$ cat src/rtl/div3_seq_ctrl.sv
// Iterative divisibility-by-3 sequencer: an operand is folded through diff_even_odd until it is below 4.
// Optional reduce-step reporting on out_iters is built only when DIV3_ITER_CNT_EN is defined.

module diff_even_odd #(
  parameter int DATA_LEN = 8,
  parameter int HALF_LEN = 4
) (
  input  logic [DATA_LEN-1:0] data,
  output logic [DATA_LEN-1:0] diff
);

  logic [DATA_LEN-1:0] even_cnt;
  logic [DATA_LEN-1:0] odd_cnt;

  // Weight 2 is -1 mod 3, so |even ones - odd ones| keeps the residue class of 0.
  always_comb begin
    even_cnt = '0;
    odd_cnt  = '0;
    for (int i = 0; i < HALF_LEN; i++) begin
      even_cnt = even_cnt + DATA_LEN'(data[2*i]);
      odd_cnt  = odd_cnt  + DATA_LEN'(data[2*i+1]);
    end
    diff = (even_cnt >= odd_cnt) ? (even_cnt - odd_cnt) : (odd_cnt - even_cnt);
  end

endmodule

module div3_seq_ctrl #(
  parameter int DATA_LEN = 8,
  parameter int HALF_LEN = 4,
  parameter int MAX_ITER = 4
) (
  input  logic                clk,
  input  logic                rst_n,
  input  logic                in_valid,
  output logic                in_ready,
  input  logic [DATA_LEN-1:0] in_data,
  output logic                out_valid,
  input  logic                out_ready,
  output logic                out_div3,
  output logic                out_err,
  output logic [3:0]          out_iters
);

  typedef enum logic [1:0] {
    IDLE,
    REDUCE,
    DONE
  } state_t;

  localparam logic [3:0] MAX_ITER_C = 4'(MAX_ITER);

  state_t              state;
  logic [DATA_LEN-1:0] acc;
  logic [DATA_LEN-1:0] acc_diff;
  logic [3:0]          iter;
  logic                acc_small;
  logic                finish_step;

  function automatic logic [3:0] sat_inc(input logic [3:0] v);
    return (v == MAX_ITER_C) ? v : v + 4'd1;
  endfunction

  diff_even_odd #(
    .DATA_LEN (DATA_LEN),
    .HALF_LEN (HALF_LEN)
  ) u_diff (
    .data (acc),
    .diff (acc_diff)
  );

  assign acc_small   = (acc[DATA_LEN-1:2] == '0);
  assign finish_step = (state == REDUCE) && (acc_small || (iter == MAX_ITER_C));
  assign in_ready    = rst_n && (state == IDLE);

  always_ff @(posedge clk) begin
    if (!rst_n) begin
      state     <= IDLE;
      acc       <= '0;
      iter      <= '0;
      out_valid <= 1'b0;
      out_div3  <= 1'b0;
      out_err   <= 1'b0;
    end else begin
      case (state)
        IDLE: begin
          if (in_valid) begin
            acc   <= in_data;
            iter  <= '0;
            state <= REDUCE;
          end
        end
        REDUCE: begin
          if (acc_small) begin
            out_div3  <= (acc == '0) || (acc == DATA_LEN'(3));
            out_err   <= 1'b0;
            out_valid <= 1'b1;
            state     <= DONE;
          end else if (iter == MAX_ITER_C) begin
            out_div3  <= 1'b0;
            out_err   <= 1'b1;
            out_valid <= 1'b1;
            state     <= DONE;
          end else begin
            acc  <= acc_diff;
            iter <= sat_inc(iter);
          end
        end
        DONE: begin
          if (out_ready) begin
            out_valid <= 1'b0;
            out_div3  <= 1'b0;
            out_err   <= 1'b0;
            state     <= IDLE;
          end
        end
        default: state <= IDLE;
      endcase
    end
  end

`ifdef DIV3_ITER_CNT_EN
  logic [3:0] iters_q;

  always_ff @(posedge clk) begin
    if (!rst_n) begin
      iters_q <= '0;
    end else if (finish_step) begin
      iters_q <= iter;
    end else if ((state == DONE) && out_ready) begin
      iters_q <= '0;
    end
  end

  assign out_iters = iters_q;
`else
  logic unused_finish;
  assign unused_finish = finish_step;
  assign out_iters     = 4'd0;
`endif

endmodule
$ cat config.mk
export PLATFORM = sky130hd
export DESIGN_NAME = div3_seq_ctrl
export DESIGN_NICKNAME = d
export VERILOG_FILES = /design/src/rtl/div3_seq_ctrl.sv
export SDC_FILE = /design/constraint.sdc
export NUM_CORES = 1
export LEC_CHECK = 0
export ABC_AREA = 1
export BUFFER_PORTS_ARGS = -buffer_cell sky130_fd_sc_hd__buf_4
export CELL_PAD_IN_SITES_DETAIL_PLACEMENT = 0
export CELL_PAD_IN_SITES_GLOBAL_PLACEMENT = 2
export CORE_ASPECT_RATIO = 2
export CORE_MARGIN = 2
export CORE_UTILIZATION = 29
export DETAILED_ROUTE_END_ITERATION = 8
export PLACE_DENSITY_LB_ADDON = 0.1
export SYNTH_ARGS = -nofsm -noshare
export SYNTH_HDL_FRONTEND = slang
export SYNTH_SLANG_ARGS = --single-unit
$ cat constraint.sdc
create_clock -name clk -period 2.69 [get_ports clk]
set_clock_uncertainty 0.15 [all_clocks]
set_input_delay 0.1345 -clock clk [delete_from_list [all_inputs] [get_ports clk]]
set_output_delay 0.1345 -clock clk [all_outputs]
set_load 0.01 [all_outputs]
---- Yosys cells after proc, flatten, opt, wreduce, memory -nomap -nowiden ----
Cells that the tools add are included.
storage, ports and cells
  bits in registers ....................... 17
  latch bits .............................. 0
  memory bits (writable) .................. 0
  bits in read-only memories .............. 0
  input bits .............................. 12
  output and inout port bits .............. 8
  memories kept ........................... 0
cells by class
  $add $sub $neg .......................... 9
  multiply operators ...................... 0
  div/mod/pow operators ................... 0
  magnitude comparators ................... 1
  eq/ne operators ......................... 9
  shift-type cells ........................ 0
  multiplexer cells ....................... 23
  bitwise operators ....................... 0
  reductions and logical operators ........ 10
operators by type and width
  kind                   number
  $add A8 B1 Y8          4
  $mux W8                4
  $pmux W8 S2            1
  $sub A8 B8 Y8          2
  $mux W4                3
  $eq A8 B2 Y1 const B   1
  $ge A8 B8 Y1           1
  $logic_not A8 Y1       1
  $mux W2                4
  $ne A2 B2 Y1 const B   4
  $pmux W4 S2            1
  $logic_not A6 Y1       1
  $mux W1                6
  $pmux W1 S2            3
  $pmux W2 S3            1
  $reduce_and A3 Y1      2
  $add A1 B1 Y2          2
  $add A4 B1 Y4 const B  1
  $eq A4 B3 Y1 const B   1
  $reduce_and A4 Y1      1
  $reduce_bool A2 Y1     2
  $ne A3 B2 Y1 const B   1
  $eq A2 B1 Y1 const B   1
  $eq A2 B2 Y1 const B   1
  other kinds (3)        3

---- Logic depth before layout (Yosys ltp) ----
Gate-level depths: netlist of run 1.
  depth in word-level cells ............... 8
  mapped depth ............................ 16

---- By module ----
From an unflattened synthesis of run 1, not the netlist that was laid out.
unflattened totals
  cell total of the unflattened synthesis .. 203
  area total of the unflattened synthesis .. 1371.3 µm²
by module, submodules not included
  module         instances  cells each  area an instance (µm²)
  div3_seq_ctrl  1          142         932.1
  diff_even_odd  1          61          439.2

---- Least setup slack after synthesis of run 1 ----
Ideal clock, no wire load.
  kind .................................... flip-flop to flip-flop
  from .................................... reg acc[0]
  to ...................................... reg acc[3]
  arrival ................................. 2451 ps
  required time ........................... 2431 ps
  slack ................................... -20 ps
  cell stages (with the launch flop) ...... 16
  buffers on the path ..................... 0
  cell sequence ........................... dfxtp_1 -> ha_1 -> inv_1 -> fa_1 -> inv_1 -> ha_1 -> fa_1 -> inv_1 -> fa_1 -> nand2_1 -> inv_1 -> nand2_1 -> nand3_1 -> nand3_1 -> nand2_1 -> inv_1
between the ends
  cells in the longest elaborated chain, start to end .. 8
  elaborated cells on any way between the ends .. 10
  classes of those cells .................. 5 x add/sub; 1 x order compare; 4 x mux
ends and longest elaborated chain
  what                                                  line  text
  start, declared                                       54    logic [DATA_LEN-1:0] acc;
  start signal, assigned                                88    acc <= in_data;
  start signal, assigned                                105   acc <= acc_diff;
  $add A1 B1 Y2 (*)                                     20    even_cnt = even_cnt + DATA_LEN'(data[2*i]);
  $add A8 B1 Y8 (*) (2 in series)                       20
  $sub A8 B8 Y8 / $ge A8 B8 Y1 (equally long branches)  23    diff = (even_cnt >= odd_cnt) ? (even_cnt - odd_cnt) : (odd_cnt - even_cnt);
  $mux W8 (*)                                           23
  $mux W8 (*)                                           99    end else if (iter == MAX_ITER_C) begin
  $mux W8 (*)                                           94    if (acc_small) begin
  $pmux W8 S2 (*)                                       85    case (state)
Every way passes the cells marked *; elsewhere a longest branch is shown, timed or not. The select of a mux whose other input is x is not followed.
A chain may end at the register's enable or synchronous reset.

---- Worst setup path in the final report of run 1 ----
  from .................................... reg acc[3]
  to ...................................... reg acc[3]
between the ends
  cells in the longest elaborated chain, start to end .. 8
  elaborated cells on any way between the ends .. 13
  classes of those cells .................. 5 x add/sub; 1 x order compare; 1 x eq/ne; 4 x mux; 2 x reduce/logical
ends and longest elaborated chain
  what                                                  line  text
  $add A1 B1 Y2                                         21    odd_cnt = odd_cnt + DATA_LEN'(data[2*i+1]);
  $add A8 B1 Y8 (2 in series)                           21
  $sub A8 B8 Y8 / $ge A8 B8 Y1 (equally long branches)  23
  $mux W8                                               23
  $mux W8                                               99
  $mux W8                                               94
  $pmux W8 S2                                           85
Several ways; a longest one is shown, not always the timed one. The select of a mux whose other input is x is not followed.

==> results of run 1 <==
## worst max-delay path: cells and delay by family, from the launching register on
family	cells	cell delay, ns
AND/OR/NAND/NOR	5	0.39
flip-flops	1	0.34
adder cells (fa/ha/maj)	5	1.49
buffers and inverters	6	0.31
## logic make-up after synthesis
logic type | synth area share
AO/OA/AOI/OAI | 0.07595
XOR/XNOR | 0.01266
adder cells (fa/ha/maj) | 0.1953
buffers and inverters | 0.1483
flip-flops | 0.2459
other | 0.002710
AND/OR/NAND/NOR | 0.3192
## cell type report
type | count | area, sq um
Clock buffer | 4 | 45.04
Timing Repair Buffer | 31 | 232.7
Inverter | 37 | 138.9
Fill cell | 517 | 2798
Sequential cell | 17 | 345.3
Multi-Input combinational cell | 133 | 969.7
Tap cell | 55 | 68.82
## worst min-delay path by stage
stage              start  slack [ns]  endpoint  cells after the start
3_5_place_dp   out_ready        0.28  state[1]                      4
2_1_floorplan      rst_n        0.16    acc[3]                      4
5_1_grt        out_ready        0.05  state[1]                      4
4_1_cts        out_ready      0.0007  state[1]                      4
6_report       out_ready       0.009  state[1]                      4
3_3_place_gp   out_ready        0.27  state[1]                      4
## where the power goes
group | switching, mW | total [mW] | internal, mW
combinational | 0.904 | 1.58 | 0.675
clock | 0.0883 | 0.193 | 0.105
sequential | 0.0507 | 0.361 | 0.311
## metal layers
| metal | global-route usage | vias up | share of wire |
|---|---|---|---|
| met3 | 0.01032 | 14 | 0.012 |
| li1 | - | 638 | - |
| met4 | 0.09270 | 0 | 0.051 |
| met5 | 0 | - | 0 |
| met1 | 0.1370 | 565 | 0.33 |
| met2 | 0.3260 | 22 | 0.60 |
## registers in the layout, summed over array words and instances, names as in the netlist
register and count:
acc 8, iter 4, out_div3 1, out_err 1, out_valid 1, state 2
## cells in the final DEF (no fill, tap or decap)
master	netlist	routed
sky130_fd_sc_hd__nand2_1	41	36
sky130_fd_sc_hd__buf_4	4	31
sky130_fd_sc_hd__inv_1	34	25
sky130_fd_sc_hd__nor2_1	25	24
sky130_fd_sc_hd__nand3_1	18	14
sky130_fd_sc_hd__dfxtp_1	17	13
sky130_fd_sc_hd__inv_2	3	12
sky130_fd_sc_hd__o21ai_2	7	7
sky130_fd_sc_hd__ha_1	12	6
sky130_fd_sc_hd__nand3_2	2	5
sky130_fd_sc_hd__nand2_4	2	4
sky130_fd_sc_hd__a21oi_1	4	4
sky130_fd_sc_hd__nand2_2	1	4
sky130_fd_sc_hd__ha_4	0	4
sky130_fd_sc_hd__conb_1	1	4
sky130_fd_sc_hd__dfxtp_2	0	4
sky130_fd_sc_hd__fa_1	6	3
sky130_fd_sc_hd__fa_2	0	3
sky130_fd_sc_hd__clkbuf_8	0	3
sky130_fd_sc_hd__nor3_1	2	2
sky130_fd_sc_hd__nand3_4	1	2
sky130_fd_sc_hd__o21ai_0	2	2
sky130_fd_sc_hd__ha_2	0	2
sky130_fd_sc_hd__nor2_8	1	1
sky130_fd_sc_hd__nand3b_1	1	1
sky130_fd_sc_hd__nor2_4	0	1
sky130_fd_sc_hd__o21ai_1	1	1
sky130_fd_sc_hd__xor2_1	1	1
sky130_fd_sc_hd__xnor2_1	1	1
sky130_fd_sc_hd__a21oi_2	1	1
sky130_fd_sc_hd__clkbuf_1	0	1
## stage by stage
step | cell area (sq um) | hold WS (ns) | utilization | setup TNS (ns)
floorplan | 1411 | 0.1565 | - | -0.0008882
global placement | 1632 | 0.2725 | 0.3548 | -1.044
detailed placement | 1632 | 0.2753 | 0.3548 | -1.224
CTS | 1757 | 0.0006938 | 0.3820 | -0.6558
global route | 1800 | 0.05016 | 0.3916 | -1.280
finish | 1800 | 0.009333 | 0.3916 | -0.4467
## repair_timing
action                                  4_1_cts  5_1_grt
setup buffers                                 2        0
pin swaps                                    10        3
gates resized for setup                      18       10
endpoints found under the setup margin        7        7
==> flow_results.org, run 1 <==
** Clock network
- After clock tree synthesis, the flow added hold-fix buffers numbering 0.
- Clock-pin slew was measured on the worst setup and hold paths at 0.07 ns.
- Clock latency on the worst-skew pair, taken at its later pin, is 0.25 ns.
- Buffer depth of the longest clock path :: 2
- TritonCTS clock tree :: yes
- Buffers inserted during clock tree synthesis total 3.
- The clock net in this run drives a total of 17 sinks.
- CTS built an H-tree with a depth of 1.
- Clock root buffer master :: sky130_fd_sc_hd__clkbuf_8

** Worst setup path
- By startpoint and endpoint, the worst setup path is classified as flop to flop.
- In this run the critical register-to-register path is launched from acc[3].
- Length in cells of the worst reg-to-reg path :: 16
- Start point of the critical path :: acc[3]
- Across all register-to-register paths, the minimum setup slack is -0.11 ns.
- By instance count, the cell type seen most on the critical path is sky130_fd_sc_hd__inv_2.
- Data on the critical path arrives at its endpoint at 2.80 ns.
- Stage delay of the slowest cell on the critical path :: 0.46 ns
- RR Endpoint :: acc[3]
- Setup crit start kind :: flop
- Along the worst path, the maximum fanout reaches 4.
- At the worst endpoint, the required time is 2.69 ns.
- Critical Path, Cell by Cell :: ha_4, inv_2, fa_1, inv_1, ha_2, inv_2, fa_2, inv_2, fa_2, nand2_4, inv_2, nand2_2, nand3_4, nand3_2, nand2_1, inv_1
- Among all stages on the critical path, the largest delay is contributed by sky130_fd_sc_hd__fa_1.
- The most critical setup path has its endpoint at acc[3].
- STA classifies the critical path endpoint as a flop.

** Status
- Violated checks :: setup timing
- The flow ran to the end, but the final reports show violations.

** Power
- The design draws 2.134 mW.
- Highest ir drop seen on vdd :: 0.0004849 V
- In this run the power density over the cells is 1185 nW/um^2.
- Summed over all cells, the static leakage comes to 0.8968 nW.

** Floorplanning
- Core area :: 4598 sq um
- Number of cell rows :: 35
- Die Footprint :: 5374 sq um
- Die boundary height :: 101.7 um
- The initial utilization of the core area, before any placement, comes to 0.3010.
- Count of pins on the block boundary :: 20
- Die Width :: 52.85 um

** Placement
- In this run the tool buffered the top-level ports with 15 buffer cells.
- DP Worst Slack :: -0.2665 ns
- DPL Wire Length :: 3011 um
- # placed instances :: 271
- Final estimated routing congestion in global placement :: 0.7512

** Job
- Max-cap viol count :: 0

** STA
- Count of endpoints failing setup in the final report :: 5
- After layout, the worst setup slack is -0.1114 ns.
- Maximum clock frequency :: 357.0 MHz
- Pins Over Slew Limit :: 0
- Subtracting the final worst setup slack from the clock period gives 2.801 ns.
- The number of endpoints with negative hold slack in the final report is 0.
- Crit share post-route :: 1.041
- Setup repair after global routing could not meet its margin everywhere.

** Detailed routing
- The detailed router placed 1,239 vias in this run.
- The first routing iteration left 12 violations.
- Number of optimization iterations in the first detailed-route pass :: 3
- The final layout contains routed wiring with a total length of 3701 um.
- Via density :: 4.473
- Antenna Nets Post-Route :: 0
- Per-cell routed wire length :: 13.36 um
- Post-route DRC violation count :: 0

** Finish
- Final Instance Count excl. Fillers :: 277
- The number of antenna diodes in the final layout is 0.
- At the end of the flow, the number of nets in the layout was 253.
- Share of cells above drive strength 1 :: 0.3784
- From synthesis to final layout, the design area changed by 30.11%.

** GRT
- For this run, the total global-route usage over all layers was measured as 0.1590.
- The total overflow left after global routing is 0.
- Maximum number of pins on one net before global-route repair :: 16
- The first global-routing pass estimated 6251 um of wire.
- The number of global-route vias before repair was 1,414.
- Initial antenna violation count :: 0

** Yosys
- The synthesized netlist occupies a cell area of 1384 sq um.
- Cell with the most instances after synthesis :: sky130_fd_sc_hd__nand2_1
- The synthesized design spends more area on one cell type than any other, namely sky130_fd_sc_hd__dfxtp_1.
- Primary FF master, synth :: sky130_fd_sc_hd__dfxtp_1
- Of the synthesized area, sequential elements account for 0.2459.
- By count the netlist is led by 41 x sky130_fd_sc_hd__nand2_1, 34 x sky130_fd_sc_hd__inv_1, 25 x sky130_fd_sc_hd__nor2_1.
- In the synthesized netlist, the number of instances is 191.
- Portion of synthesized cell area occupied by the leading cell type :: 0.2459
- Number of storage elements in the synthesis netlist :: 17
- Distinct cells, synth :: 27
- Leading cell types by total area after synthesis :: sky130_fd_sc_hd__dfxtp_1 25%, sky130_fd_sc_hd__nand2_1 11%, sky130_fd_sc_hd__ha_1 11%
- Synth warnings :: 0
- Mean instance size in the synthesized netlist :: 7.245 sq um
- Counting flops with an async set or reset pin after synthesis yields a share of 0.
- In this run, synthesis inferred 0 flip-flops with an integrated enable.

** Hold path
- Kind of path behind the tightest hold check :: input pin to flop
Note: power is estimated with default switching activity, not from simulation.
==> run 2: changes to the inputs <==
--- a/config.mk
+++ b/config.mk
@@ -14,6 +14,7 @@
 export CORE_UTILIZATION = 29
 export DETAILED_ROUTE_END_ITERATION = 8
 export PLACE_DENSITY_LB_ADDON = 0.1
+export SETUP_SLACK_MARGIN = 0.05
 export SYNTH_ARGS = -nofsm -noshare
 export SYNTH_HDL_FRONTEND = slang
 export SYNTH_SLANG_ARGS = --single-unit
==> run 2 against run 1 <==
Final area down 2.8%. Register-to-register slack worse by 0.03 ns. Largest cell class unchanged. Sequential share of layout area up 0.55 points. Largest power group unchanged. Combinational power down 6%. Via count down 1.5%. Global-route usage down 0.80 points. The flow still finishes with violations (setup timing). Core utilization down 1.1 points. Sequential cell count unchanged. Clock power up 5%. Die area unchanged. Cell count down 1.4%.
==> flow_results.org, run 2 (synthesized netlist as in run 1, its figures left out) <==
** Status
- The run finished, with violations left.
- The checks that failed: setup timing.

** Finish
- Largest registers ranked by flip-flop count :: acc: 8 flops, iter: 4 flops, state: 2 flops
- The library cell used most frequently in the layout, excluding fill and tap cells, is sky130_fd_sc_hd__nand2_1.
- The diode insertion count for antenna repair is 0 (unchanged).
- Count of filler cells inserted in the layout :: 523 (+1.2%)
- Relative to the synthesized area, the layout overhead comes to 26.49%.
- Final Net Count :: 249 (-1.6%)
- The flip-flop count of the largest register after layout is 8 (unchanged).
- Register bank with the most flops :: acc
- Most frequent cells in the layout :: 37 x sky130_fd_sc_hd__nand2_1, 27 x sky130_fd_sc_hd__buf_4, 26 x sky130_fd_sc_hd__inv_1, 24 x sky130_fd_sc_hd__nor2_1, 14 x sky130_fd_sc_hd__nand3_1
- Share of cells above drive strength 1 :: 0.3486 (-0.02975)

** Worst setup path
- RR Endpoint :: acc[7]
- The worst reg2reg path depth came to 15 (-1).
- WP data arrival :: 2.84 ns (+0.04 ns)
- Critical path capture point type :: flop
- By instance count, the cell type seen most on the critical path is sky130_fd_sc_hd__inv_2.
- Worst Path Class, Setup :: flop to flop
- Origin of the critical flop-to-flop path :: acc[1]
- Walking the worst path, the cells encountered are ha_4, inv_2, fa_1, inv_1, ha_2, inv_2, fa_2, inv_2, fa_2, nand2_4, nand2_1, nand3_2, nand3_1, nand2_1, inv_1.
- Standard cell with the maximum stage delay on the critical path :: sky130_fd_sc_hd__fa_1
- The reg2reg setup slack came to -0.14 ns (-0.03 ns).
- The delay of the slowest cell on the worst path came to 0.53 ns (+0.07 ns).
- Top fanout value on the critical path :: 4 (unchanged)
- The worst setup path is launched from a flop.
- The required time at the worst-slack endpoint was 2.70 ns (about the same).

** Floorplanning
- The number of top-level design ports was 20 (unchanged).
- The overall die area is 5374 sq um (unchanged).
- The starting density of the core is 0.3010 (unchanged).
- Number of cell rows :: 35 (unchanged)
- Core area :: 4598 sq um (unchanged)
- The die extent in y is 101.7 um (unchanged).
- Die Width :: 52.85 um (unchanged)

** Clock network
- Sinks on the clock net :: 17 (unchanged)
- The clock-pin slew reported for the worst setup and hold paths after clock tree synthesis was 0.07 ns (about the same).
- Clock root buffer master :: sky130_fd_sc_hd__clkbuf_8
- H-tree lvl count :: 1 (unchanged)
- TritonCTS built the clock tree.
- Buffer depth of the longest clock path :: 2 (unchanged)
- The latest clock arrival within the worst-skew pair is 0.26 ns (about the same).
- TritonCTS buffer count :: 3 (unchanged)

** Detailed routing
- Iteration-0 DRC count of the detailed router :: 22 (+10)
- The number of vias per cell came to 4.469 (about the same).
- The final wirelength came to 3550 um (-4.1%).
- The total vias in the final route is 1,220 (-1.5%).
- The first-pass iteration count of the detailed router is 4 (+1).
- The antenna violation net count after detailed routing came to 0 (unchanged).
- Post-route DRC violation count :: 0 (unchanged)
- The routed wirelength normalized by instance count is 13.00 um (-2.7%).

** GRT
- The total global routing track utilization is 0.1509 (-0.008037).
- The initial antenna violation count was 0 (unchanged).
- The pin count of the biggest net entering global routing was 16 (unchanged).
- Global route total overflow :: 0 (unchanged)
- First-pass GRT wire length :: 5823 um (-6.8%)
- Via count of the first global-routing pass :: 1,246 (-12%)

** STA
- The smallest setup slack after layout was -0.1392 ns (-0.02783 ns).
- Post-layout min period :: 2.829 ns (+0.02783 ns)
- The number of endpoints with negative hold slack in the final report is 0 (unchanged).
- Crit share post-route :: 1.052 (+0.01035)
- The final-report max-slew violation count was 0 (unchanged).
- Setup TNS :: -0.6899 ns (-0.2432 ns)
- Smallest hold slack :: 0.0003766 ns (-0.008956 ns)
- Setup repair after global routing missed its margin :: yes
- The maximum clock frequency is 353.5 MHz (-0.98%).
- The final setup violation count came to 7 (+2).

** Job
- Max-cap viol count :: 0 (unchanged)

** Power
- Leakage power :: 0.8720 nW (-2.8%)
- Highest ir drop seen on vdd :: 0.0005646 V (+16%)
- The overall power after layout is 2.057 mW (-3.6%).
- Power density over the cells :: 1175 nW/um^2 (-0.88%)

** Placement
- Count of buffers from port buffering :: 15 (unchanged)
- The post-detailed-placement half-perimeter wirelength is 2930 um (-2.7%).
- The placer congestion estimate was 0.8108 (+7.9%).
- DP Worst Slack :: -0.2821 ns (-0.01558 ns)

** Hold path
- The worst hold path begins at out_ready.
- The worst hold path terminates at state[1].
- The tightest min-delay check is of the input pin to flop type.
- The number of cells traversed by the worst hold path is 4 (unchanged).
==> run 2: where the power goes <==
group	switching [mW]	total, mW	internal, mW
combinational	0.847	1.49	0.643
clock	0.0963	0.202	0.106
sequential	0.0540	0.365	0.311
==> run 2: worst max path at each step <==
stage	from	end	slack [ns]	cells past startpoint
6_report	acc[1]	acc[7]	-0.14	15
5_1_grt	acc[1]	acc[7]	-0.25	16
4_1_cts	acc[1]	acc[1]	-0.16	15
3_5_place_dp	acc[1]	acc[1]	-0.28	15
3_3_place_gp	acc[1]	acc[1]	-0.28	15
2_1_floorplan	acc[1]	acc[2]	0.03	14
==> run 2: per-layer routing <==
metal	vias to the layer above	part of all wire	track usage
met5	-	0	0
met2	19	0.61	0.3135
met4	0	0.019	0.05917
li1	627	-	-
met1	569	0.35	0.1403
met3	5	0.021	0.008850
==> run 2: final cells by class <==
| class | instances | area, sq um | area share |
|---|---|---|---|
| clock buffers | 4 | 45.04 | 0.02573 |
| inverters | 37 | 138.9 | 0.07934 |
| multi-input cells | 133 | 949.7 | 0.5425 |
| flip-flops and latches | 17 | 345.3 | 0.1973 |
| well taps | 55 | 68.82 | 0.03931 |
| repair buffers | 27 | 202.7 | 0.1158 |
==> run 2: timing repair <==
| action | 4_1_cts | 5_1_grt |
|---|---|---|
| setup buffers | 2 | 0 |
| resized for setup | 8 | 8 |
| hold buffers | 0 | 0 |
| pin swaps | 7 | 1 |
| endpoints found under the setup margin | 7 | 7 |
==> run 2: through the flow <==
stage | cell area [sq um] | instances | utilization
final | 1750 | 273 | 0.3807
after global routing | 1750 | 273 | 0.3807
after CTS | 1723 | 273 | 0.3747
after detailed placement | 1640 | 267 | 0.3567
after global placement | 1640 | 267 | 0.3567
after floorplan | 1450 | 194 | -
==> run 2: worst max-delay path: cells and delay by family, from the launching register on <==
kind	cells	cell delay (ns)
DFF	1	0.34
and+or+nand+nor	5	0.46
buffers and inverters	5	0.23
adders and majority gates	5	1.56
==> run 3: changes to the inputs <==
==> constraint.sdc (replaced) <==
create_clock -name clk -period 2.5 [get_ports clk]
set_clock_uncertainty 0.15 [all_clocks]
set_input_delay 0.125 -clock clk [delete_from_list [all_inputs] [get_ports clk]]
set_output_delay 0.125 -clock clk [all_outputs]
set_load 0.01 [all_outputs]
==> run 3 against run 2 <==
The flow still finishes with violations (setup timing). Critical path type unchanged. Power up 19%. Critical path depth unchanged. Routed wire length up 9.5%. Combinational power up 25%. Global-route usage up 1.5 points. Worst hold slack better by 0.016 ns. Critical endpoint is now acc[3].
==> flow_results.org, run 3 (synthesized netlist as in run 1, its figures left out) <==
** Floorplanning
- Die Footprint :: 5374 sq um (unchanged)
- Number of cell rows :: 35 (unchanged)
- Core area :: 4598 sq um (unchanged)
- Count of pins on the block boundary :: 20 (unchanged)
- The starting density of the core came to 0.3010 (unchanged).
- Die boundary height :: 101.7 um (unchanged)
- Die Width :: 52.85 um (unchanged)

** Job
- The number of max-cap violations came to 0 (unchanged).

** Status
- Violated checks :: setup timing
- The flow ran to the end, but the final reports show violations.

** Finish
- The flip-flop count of the largest register after layout was 8 (unchanged).
- The diode insertion count for antenna repair was 0 (unchanged).
- From synthesis to final layout, the design area changed by 34.81%.
- Count of filler cells inserted in the layout :: 483 (-7.6%)
- Share of cells above drive strength 1 :: 0.3922 (+0.04362)
- The post-route cell area came to 1866 sq um (+6.6%).
- Final Net Count :: 263 (+5.6%)
- Leaving out fill and tap cells, the most frequent cell in the layout is sky130_fd_sc_hd__buf_4.
- Largest registers ranked by flip-flop count :: acc: 8 flops, iter: 4 flops, state: 2 flops
- The top cell types in the final layout, fill and taps aside, are 40 x sky130_fd_sc_hd__buf_4, 39 x sky130_fd_sc_hd__nand2_1, 25 x sky130_fd_sc_hd__inv_1, 24 x sky130_fd_sc_hd__nor2_1, 15 x sky130_fd_sc_hd__nand3_1.
- Counting flops per register, the top entry is acc.
- Share of the core filled with cells :: 0.4057 (+0.02503)

** STA
- The smallest setup slack after layout was -0.3364 ns (-0.1972 ns).
- The final setup violation count is 7 (unchanged).
- Fin. Hold Viols :: 0 (unchanged)
- The final-report max-slew violation count came to 0 (unchanged).
- Setup repair after global routing missed its margin :: yes
- Crit share post-route :: 1.135 (+0.08283)
- The setup TNS after final layout came to -2.188 ns (-1.499 ns).
- Post-layout min period :: 2.836 ns (+0.007236 ns)
- The maximum clock frequency came to 352.6 MHz (-0.26%).

** Clock network
- Sinks on the clock net :: 17 (unchanged)
- The maximum clock insertion buffer count is 2 (unchanged).
- H-tree lvl count :: 1 (unchanged)
- TritonCTS built the clock tree.
- CTS placed an instance of sky130_fd_sc_hd__clkbuf_8 at the clock tree root.
- The latest clock arrival within the worst-skew pair is 0.25 ns (about the same).
- The number of buffers created by CTS was 3 (unchanged).
- Register clock-pin slew on the reported worst setup and hold paths :: 0.07 ns (about the same)

** Detailed routing
- The routed wirelength normalized by instance count came to 13.54 um (+4.2%).
- Iteration-0 DRC count of the detailed router :: 28 (+27%)
- Total wire length after detailed routing :: 3887 um (+9.5%)
- Post-route DRC violation count :: 0 (unchanged)
- The first-pass iteration count of the detailed router was 4 (unchanged).
- Via density :: 4.592 (+2.8%)
- The total vias in the final route came to 1,318 (+8.0%).
- The antenna violation net count after detailed routing was 0 (unchanged).

** Power
- The power per unit of standard cell area came to 1316 nW/um^2 (+12%).
- The overall power after layout came to 2.455 mW (+19%).
- The reported leakage power was 0.9338 nW (+7.1%).
- The largest voltage drop on the vdd net is 0.0006158 V (+9.1%).

** Placement
- The pre-CTS setup slack was -0.4770 ns (-0.1950 ns).
- DPL Wire Length :: 3059 um (+4.4%)
- Count of buffers from port buffering :: 15 (unchanged)
- The placer congestion estimate is 0.8121 (+0.16%).
- The post-detailed-placement cell area is 1685 sq um (+2.7%).

** Worst setup path
- The critical path is of the flop to flop type.
- Required time worst endpoint :: 2.50 ns (-0.20 ns)
- The endpoint arrival time on the critical path was 2.84 ns (about the same).
- Critical path capture point type :: flop
- Top fanout value on the critical path :: 4 (unchanged)
- Setup crit start kind :: flop

** GRT
- Initial antenna violation count :: 0 (unchanged)
- The total global routing track utilization came to 0.1654 (+0.01453).
- Via count of the first global-routing pass :: 1,390 (+12%)
- The wire length of the first global-routing pass was 6396 um (+9.8%).
- The total global routing overflow is 0 (unchanged).
- The pin count of the biggest net entering global routing was 16 (unchanged).

** Hold path
- Kind of path behind the tightest hold check :: input pin to flop
## run 3: report_power, final
part	switching, mW	leakage [nW]	total [mW]	internal (mW)
clock	0.0997	0.0228	0.213	0.113
combinational	1.00	0.770	1.86	0.857
sequential	0.0492	0.141	0.383	0.334
## run 3: final timing paths
kind / depth (start not counted) / endpoint / slack [ns] / startpoint
max: 15 / acc[3] / -0.34 / acc[2]
min: 5 / acc[5] / 0.02 / in_data[5]
max reg2reg: 15 / acc[3] / -0.34 / acc[2]
min reg2reg: 2 / out_valid / 0.32 / out_valid
## run 3: worst max-delay path, cell delays in order, from the launching register on
cell	delay, ns
sky130_fd_sc_hd__dfxtp_2	0.34
sky130_fd_sc_hd__ha_4	0.25
sky130_fd_sc_hd__inv_2	0.03
sky130_fd_sc_hd__fa_2	0.55
sky130_fd_sc_hd__ha_2	0.18
sky130_fd_sc_hd__inv_2	0.04
sky130_fd_sc_hd__fa_2	0.35
sky130_fd_sc_hd__inv_2	0.08
sky130_fd_sc_hd__fa_2	0.24
sky130_fd_sc_hd__nand2_2	0.08
sky130_fd_sc_hd__inv_1	0.08
sky130_fd_sc_hd__nand2_2	0.07
sky130_fd_sc_hd__nand3_4	0.11
sky130_fd_sc_hd__nand3_2	0.07
sky130_fd_sc_hd__nand2_1	0.08
sky130_fd_sc_hd__inv_1	0.03
## run 3: timing repair
item,CTS,global route
hold endpoints to repair,1,0
cloned,0,0
gates resized for setup,18,0
endpoints found under the setup margin,7,7
hold buffers,1,0
setup buffers,9,0
pin swaps,14,3
## run 3: cell type report
class,instances,area (sq um),area share
inverter,37,138.9,0.07445
sequential,17,345.3,0.1851
clock buffer,4,45.04,0.02414
tap,55,68.82,0.03689
multi-input combinational,133,957.2,0.5131
timing repair buffer,41,310.3,0.1663
## run 3: metal layers
metal,share of wire,track usage,vias up
li1,-,-,661
met1,0.32,0.1463,629
met2,0.64,0.3404,19
met3,0.016,0.01622,9
met4,0.027,0.07890,0
met5,0,0,-
## run 3: metrics by stage
| step | hold slack (ns) | instances |
|---|---|---|
| after CTS | 0.01657 | 287 |
| after global routing | 0.05185 | 287 |
| after floorplan | 0.1470 | 194 |
| final | 0.01686 | 287 |
| after global placement | 0.2650 | 273 |
| after detailed placement | 0.2641 | 273 |
